[config.mk]
export PLATFORM = sky130hd
export DESIGN_NAME = connect4_move_ctrl
export DESIGN_NICKNAME = d
export VERILOG_FILES = /design/src/rtl/connect4_pkg.sv /design/src/rtl/connect4_move_ctrl_drop_tick_counter.sv /design/src/rtl/connect4_move_ctrl.sv
export SDC_FILE = /design/constraint.sdc
export NUM_CORES = 1
export LEC_CHECK = 0
export ABC_AREA = 1
export BUFFER_PORTS_ARGS = -buffer_cell sky130_fd_sc_hd__buf_2
export CORE_MARGIN = 8
export CORE_UTILIZATION = 54
export CTS_CLUSTER_DIAMETER = 40
export CTS_CLUSTER_SIZE = 30
export DETAILED_ROUTE_END_ITERATION = 6
export PLACE_DENSITY = 0.79
export SLEW_MARGIN = 10
export SYNTH_ARGS = -nofsm -noshare
export SYNTH_HDL_FRONTEND = slang
export SYNTH_SLANG_ARGS = --single-unit
[constraint.sdc]
create_clock -name clk -period 2 [get_ports clk]
set_clock_uncertainty 0.2 [all_clocks]
set_input_delay 0.3 -clock clk [delete_from_list [all_inputs] [get_ports clk]]
set_output_delay 0.3 -clock clk [all_outputs]
set_load 0.01 [all_outputs]
[src/rtl/connect4_pkg.sv]
// connect4_pkg: board geometry, detector status codes, move-controller states and cell indexing.
package connect4_pkg;
    localparam logic [1:0] STILL_PLAYING = 2'b00;
    localparam logic [1:0] P1_WINS       = 2'b01;
    localparam logic [1:0] P2_WINS       = 2'b10;
    localparam logic [1:0] TIE           = 2'b11;
    localparam int ROWS    = 4;
    localparam int COLS    = 4;
    localparam int BOARD_W = ROWS * COLS;
    typedef enum logic [1:0] {S_IDLE, S_DROP, S_COMMIT, S_SETTLE} state_e;
    function automatic logic [3:0] idx(input logic [1:0] r, input logic [1:0] c);
        return {r, c};
    endfunction
endpackage

[src/rtl/connect4_move_ctrl_drop_tick_counter.sv]
// drop_tick_counter: modulo-N tick counter with synchronous clear and terminal-count flag.
module drop_tick_counter #(
    parameter int N = 1
) (
    input  logic clk,
    input  logic rst_n,
    input  logic clr_i,
    input  logic en_i,
    output logic tc_o
);
    localparam int W = $clog2(N + 1);
    logic [W-1:0] cnt_q;
    assign tc_o = cnt_q == W'(N - 1);
    always_ff @(posedge clk or negedge rst_n) begin
        if (!rst_n)     cnt_q <= '0;
        else if (clr_i) cnt_q <= '0;
        else if (en_i)  cnt_q <= tc_o ? '0 : cnt_q + 1'b1;
    end
endmodule

[src/rtl/connect4_move_ctrl.sv]
// connect4_move_ctrl: accepts column moves, animates the falling piece, commits it and alternates turns.
module connect4_move_ctrl
    import connect4_pkg::*;
#(
    parameter int DROP_TICKS = 1
) (
    input  logic               clk,
    input  logic               reset,
    input  logic               new_game,
    input  logic               move_valid,
    input  logic [1:0]         move_col,
    output logic               move_ready,
    input  logic [1:0]         game_status,
    output logic [BOARD_W-1:0] game_board,
    output logic [BOARD_W-1:0] player_cells,
    output logic               current_player,
    output logic [BOARD_W-1:0] falling_cell,
    output logic               move_done,
    output logic               move_err
);
    state_e             state_q, state_d;
    logic [1:0]         r_q, r_d, c_q, c_d;
    logic [BOARD_W-1:0] board_q, board_d, pc_q, pc_d, fall_q, fall_d;
    logic               cur_q, cur_d, done_q, done_d, err_q, err_d, settle_q, settle_d;
    logic               tick_clr, tick_tc;

    drop_tick_counter #(.N(DROP_TICKS)) u_tick (
        .clk   (clk),
        .rst_n (reset),
        .clr_i (tick_clr),
        .en_i  (state_q == S_DROP),
        .tc_o  (tick_tc)
    );

    assign move_ready     = (state_q == S_IDLE) && (game_status == STILL_PLAYING);
    assign game_board     = board_q;
    assign player_cells   = pc_q;
    assign current_player = cur_q;
    assign falling_cell   = fall_q;
    assign move_done      = done_q;
    assign move_err       = err_q;

    always_comb begin
        state_d  = state_q;
        r_d      = r_q;
        c_d      = c_q;
        board_d  = board_q;
        pc_d     = pc_q;
        cur_d    = cur_q;
        fall_d   = fall_q;
        settle_d = settle_q;
        done_d   = 1'b0;
        err_d    = 1'b0;
        tick_clr = 1'b0;
        if (new_game) begin
            state_d  = S_IDLE;
            board_d  = '0;
            pc_d     = '0;
            cur_d    = 1'b0;
            fall_d   = '0;
            tick_clr = 1'b1;
        end else begin
            case (state_q)
                S_IDLE: if (move_valid && move_ready) begin
                    if (board_q[idx(2'(ROWS - 1), move_col)]) begin
                        err_d = 1'b1;
                    end else begin
                        state_d  = S_DROP;
                        c_d      = move_col;
                        r_d      = 2'(ROWS - 1);
                        tick_clr = 1'b1;
                        fall_d   = BOARD_W'(1) << idx(2'(ROWS - 1), move_col);
                    end
                end
                // The piece keeps falling only while the cell below it is free.
                S_DROP: if (tick_tc) begin
                    if (r_q != 2'd0 && !board_q[idx(r_q - 2'd1, c_q)]) begin
                        r_d    = r_q - 2'd1;
                        fall_d = BOARD_W'(1) << idx(r_q - 2'd1, c_q);
                    end else begin
                        state_d = S_COMMIT;
                    end
                end
                S_COMMIT: begin
                    board_d[idx(r_q, c_q)] = 1'b1;
                    pc_d[idx(r_q, c_q)]    = cur_q;
                    cur_d    = ~cur_q;
                    fall_d   = '0;
                    done_d   = 1'b1;
                    settle_d = 1'b0;
                    state_d  = S_SETTLE;
                end
                S_SETTLE: begin
                    settle_d = 1'b1;
                    state_d  = settle_q ? S_IDLE : S_SETTLE;
                end
                default: state_d = S_IDLE;
            endcase
        end
    end

    always_ff @(posedge clk or negedge reset) begin
        if (!reset) begin
            state_q  <= S_IDLE;
            r_q      <= '0;
            c_q      <= '0;
            board_q  <= '0;
            pc_q     <= '0;
            fall_q   <= '0;
            cur_q    <= 1'b0;
            done_q   <= 1'b0;
            err_q    <= 1'b0;
            settle_q <= 1'b0;
        end else begin
            state_q  <= state_d;
            r_q      <= r_d;
            c_q      <= c_d;
            board_q  <= board_d;
            pc_q     <= pc_d;
            fall_q   <= fall_d;
            cur_q    <= cur_d;
            done_q   <= done_d;
            err_q    <= err_d;
            settle_q <= settle_d;
        end
    end
endmodule

# [After elaboration in Yosys (flattened, before gate mapping)]
# Cells that the tools add are included.
[word_totals] ff_bits=59 in_bits=8
[classes] n_mux=45 bitwise=4 magnitude_cmp=4 n_shift=2 n_eq_ne=12 reduce_logical=18 add_sub_neg=2
[ops] cell="$mux 16" n=9
[ops] cell="$pmux 16 s3" n=1
[ops] cell="$shl 1x4->16 const A" n=2
[ops] cell="$mux 2" n=10
[ops] cell="$mux 1" n=18
[ops] cell="$bwmux 16" n=1
[ops] cell="$or 16x16->16" n=1
[ops] cell="$lt 4x5->1 const B" n=3
[ops] cell="$ne 3x3->1 const B" n=4
[ops] cell="$reduce_bool 2->1" n=5
[ops] cell="$pmux 2 s4" n=1
[ops] cell="$reduce_and 4->1" n=2
[ops] cell="$ne 2x2->1 const B" n=3
[ops] cell="$reduce_and 6->1" n=1
[ops] cell="$reduce_and 5->1" n=1
[ops] cell="$bmux 1 s4" n=1
[ops] cell="$demux 1 s4" n=1
[ops] cell="$eq 2x2->1 const B" n=2
[ops] cell="$ge 4x1->1 const B" n=1
[ops] cell="$logic_and 1x1->1" n=4
[ops] cell="$logic_not 2->1" n=2
[ops] cell="$pmux 2 s2" n=1
[ops] cell="$reduce_bool 4->1" n=1
[ops] cell="$ne 3x2->1 const B" n=1
[ops] cell="9 further kinds" n=11

# [Longest topological paths before layout]
[logic_depth] ltp_word=9 ltp_mapped=12 ltp_nobuf=11

# [Hierarchy]
# Synthesis repeated with hierarchy kept, for this count alone.
[hier_totals] hier_cells=392 hier_area_um2=2946.6
[modules_own_cells] mod="connect4_move_ctrl" cells_each=390 area_per_inst_um2=2935.3 n_inst=1
[modules_own_cells] mod="drop_tick_counter" cells_each=2 area_per_inst_um2=11.3 n_inst=1

# [Worst setup path before layout]
# Ideal clock, no wire load.
[synth_timing] path_kind="register -> register" from="register r_q[0]" to="register fall_q[10] (netlist: falling_cell[10])" t_arrival_ns=1.517 period_less_slack_ns=1.833 setup_slack_ns=0.167 t_required_ns=1.683 stages_incl_launch_ff=11 cell_sequence="dfrtp_1 > inv_1 > ha_1 > inv_1 > nand3_1 > nand4_2 > nand2_4 > nand2_4 > buf_6 > nand2_1 > nand2_1"
[synth_between] elab_chain_len=7
[synth_lines] element="from (decl)" line="connect4_move_ctrl.sv:22" source="logic [1:0] r_q, r_d, c_q, c_d;"
[synth_lines] element="from (signal assigned)" line="connect4_move_ctrl.sv:116" source="r_q <= r_d;"
[synth_lines] element="$sub 2x1->2" line="connect4_move_ctrl.sv:77, connect4_move_ctrl.sv:79"
[synth_lines] element="$bmux 1 s4" line="connect4_move_ctrl.sv:77" source="if (r_q != 2'd0 && !board_q[idx(r_q - 2'd1, c_q)]) begin"
[synth_lines] element="$mux 1 (implied by the code)" line="connect4_move_ctrl.sv:77"
[synth_lines] element="$logic_not 1->1" line="connect4_move_ctrl.sv:77"
[synth_lines] element="$logic_and 1x1->1" line="connect4_move_ctrl.sv:77"
[synth_lines] element="$ne 3x3->1 (no line)"
[synth_lines] element="$reduce_and 5->1 (no line)"
[synth_lines] element="to (signal assigned)" line="connect4_move_ctrl.sv:120" source="fall_q <= fall_d;"
[synth_lines] element="to (decl)" line="connect4_move_ctrl.sv:23" source="logic [BOARD_W-1:0] board_q, board_d, pc_q, pc_d, fall_q, fall_d;"
# Several ways; a longest one is shown, not always the timed one. The select of a mux whose other input is x is not followed.
# A chain may end at the register's enable or synchronous reset.

# [Final worst setup path]
[layout_timing] from="register c_q[1]" to="register fall_q[4] (netlist: falling_cell[4])"
[layout_between] elab_chain_len=6
[layout_lines] element="from (decl)" line="connect4_move_ctrl.sv:22"
[layout_lines] element="from (signal assigned)" line="connect4_move_ctrl.sv:106" source="c_q <= '0;"
[layout_lines] element="from (signal assigned)" line="connect4_move_ctrl.sv:117" source="c_q <= c_d;"
[layout_lines] element="$bmux 1 s4" line="connect4_move_ctrl.sv:77"
[layout_lines] element="$mux 1 (implied by the code)" line="connect4_move_ctrl.sv:77"
[layout_lines] element="$logic_not 1->1" line="connect4_move_ctrl.sv:77"
[layout_lines] element="$logic_and 1x1->1" line="connect4_move_ctrl.sv:77"
[layout_lines] element="$ne 3x3->1 (no line)"
[layout_lines] element="$reduce_and 5->1 (no line)"
# Several ways; a longest one is shown, not always the timed one. The select of a mux whose other input is x is not followed.

==> qor.txt <==
run status = completed
CP required = 2.03 ns
FF+latch count, synth = 58
Die Y = 88.8 microns
DR iter-0 viols = 155
clock slew seen by the registers of the worst setup and hold paths = 0.06 ns
Antenna Nets Post-Route = 0
fmax = 520 MHz
DR WL met3 = 585 microns
CP Capture Type = flip-flop
largest cells by area after synthesis = dfrtp_1 (51%), nand2_1 (16%), nand3_1 (6.8%)
Worst R2R Start = c_q[1]
routed len/inst = 14.2 microns
placed inst area = 3300 sq um
design area = 3630 sq um
PD cells = 1150 nW/um^2
nets = 469
GPL Wtd Cong = 0.898
Startpoint Class = flip-flop
Remaining DRCs = 0
clk buf depth = 2
Fill cells = 412
Final Cycle Share = 96.1%
detail-routed via count per cell = 5.22
yosys warns = 0
total wire length = 7520 microns
initial core utilization = 56.0%
Num CTS Buffers = 9
Hold Fails Final Rpt = 0
uppermost routed layer = met4
Multi-input gate area = 1260 sq um
GRT Total Usage = 20.0%
CTS tree = done
Least-Margin Pin Slew = 0.510 ns
layout cell share with drive strength beyond 1 = 25.2%
total number of vias = 2774
Crit Path Max Fanout = 9
Place WS = 0.0743 ns
Sink Count = 58
length of the first detailed-routing pass in iterations = 4
count of cell types in the netlist = 24
total global routing overflow = 0
fin. max-slew vios = 0
most common cell after layout, fill and taps aside = nand2_1
worst skew pair latency = 0.34 ns
Max transition margin = 66.0%
ANT cells = 0
Leak = 1.95 nW
Row Count = 26
max_cap viols = 0
Hold Path Class = in -> reg
Worst Hold End = c_q[1]
H-tree levels = 3
hold path depth = 3
Tmin final = 1.92 ns
Arr. time, crit path = 1.95 ns
Overall Power = 4.18 mW
endpoints failing setup = 0
vias in the first global route = 2635
reg2reg path depth = 11
cell chosen for the clock root = clkbuf_8
initial antenna violation count = 0
post-layout worst setup margin = 0.0779 ns
min-delay src = move_col[1]
share of the synthesized area in the top cell type = 50.8%
WL met2 = 3510 microns
area grow syn2layout = 26.9%
Port Buffers = 59
die area = 7880 sq um
pin count of the biggest net entering global routing = 59
I/O pin count = 60
Worst Setup Path Type = reg -> reg
Worst R2R End = falling_cell[4]
Post-DP HPWL = 5170 microns
setup slack, reg-to-reg = 0.08 ns
Post-Syn Nets = 385
first-pass GRT wire length = 12200 microns
Post-Syn Instances = 373
Storage cell area = 1450 sq um
total core area = 5110 sq um
cell area after synthesis = 2860 sq um
met1 wire length = 3270 microns
sequential area share after synthesis = 50.8%
maximum vdd drop = 0.000558 V
Yosys top cell by area = dfrtp_1
average size of a mapped cell = 7.66 sq um
die width = 88.8 microns
commonest cells after routing, fill and taps aside = nand2_1 (122), buf_2 (59), dfrtp_1 (57)
## worst max path at each step
stage	slack (ns)	from	endpoint	cells past startpoint
finish	0.08	c_q[1]	falling_cell[4]	11
floorplan	0.17	r_q[0]	falling_cell[10]	10
global placement	0.11	c_q[0]	falling_cell[0]	11
CTS	0.05	state_q[1]	falling_cell[7]	9
global route	-0.07	state_q[1]	falling_cell[4]	9
detailed placement	0.07	state_q[1]	falling_cell[5]	9
## timing repair
action,in CTS,in global routing
gates resized for setup,0,7
hold buffers,1,0
buffers inserted,0,11
endpoints found under the setup margin,0,18
hold endpoints to repair,58,0
## cell families (layout without fill, tap and decap cells)
| kind of cell | after synthesis | after routing | synth area share [%] |
|---|---|---|---|
| adder cells (fa/ha/maj) | 4 | 4 | 1.75 |
| AO/OA/AOI/OAI | 44 | 44 | 7.83 |
| flip-flops | 58 | 58 | 50.8 |
| AND/OR/NAND/NOR | 226 | 226 | 33.7 |
| buffers and inverters | 41 | 129 | 5.91 |
## synthesized netlist by cell type
cell type / count
nor2_1: 51
dfrtp_1: 58
nor3_2: 2
ha_1: 4
buf_4: 1
clkbuf_1: 4
buf_6: 1
inv_2: 4
nand2_4: 3
o21ai_1: 3
buf_2: 3
nor2_2: 1
or2_2: 2
nand3_2: 1
nand3_1: 39
and2_1: 1
buf_1: 2
inv_1: 26
nand4_2: 1
a21oi_1: 5
nand4_1: 3
o21ai_0: 35
nand2_1: 122
a311oi_1: 1
## critical path, cell delays in order, from the launching register on
cell,delay [ns]
dfrtp_1,0.45
inv_2,0.17
nand2_1,0.10
nor2_1,0.10
nor2_1,0.06
nand3_1,0.07
nand3_2,0.10
nand4_2,0.10
nand2_4,0.12
buf_4,0.18
nand3_1,0.09
nand2_1,0.07
## per-layer routing
metal  vias to the layer above  global-route usage (%)
li1                       1357                       -
met1                      1293                    25.8
met2                       106                    30.3
met3                        18                    5.57
met4                         0                    9.22
met5                         -                       0
## report_power, final
| group | leakage [nW] | switching [mW] | internal [mW] | total [mW] |
|---|---|---|---|---|
| sequential | 0.794 | 0.119 | 1.31 | 1.43 |
| clock | 0.106 | 0.434 | 0.668 | 1.10 |
| combinational | 1.05 | 1.06 | 0.584 | 1.64 |
## sequential cells by signal (all words and copies together), names as in the netlist
name            flops
move_done           1
falling_cell       16
c_q                 2
state_q             2
settle_q            1
move_err            1
player_cells       16
r_q                 2
current_player      1
game_board         16
## final cells by class
| class | count | share of cell area (%) |
|---|---|---|
| Sequential cell | 58 | 40.0 |
| Multi-Input combinational cell | 274 | 34.7 |
| Inverter | 30 | 3.10 |
| Clock buffer | 13 | 4.66 |
| Clock inverter | 2 | 0.966 |
| Timing Repair Buffer | 84 | 14.1 |
| Tap cell | 70 | 2.41 |
## per-stage QoR
step | hold slack, ns | instances | TNS (ns) | utilization [%]
floorplan | -0.196 | 373 | 0 | -
global placement | 0.122 | 504 | 0 | 64.5
detailed placement | 0.125 | 504 | 0 | 64.5
CTS | 0.0155 | 520 | 0 | 68.7
global route | 0.0497 | 531 | -0.103 | 71.0
finish | 0.0324 | 531 | 0 | 71.0
(Power assumes the default switching activity.)
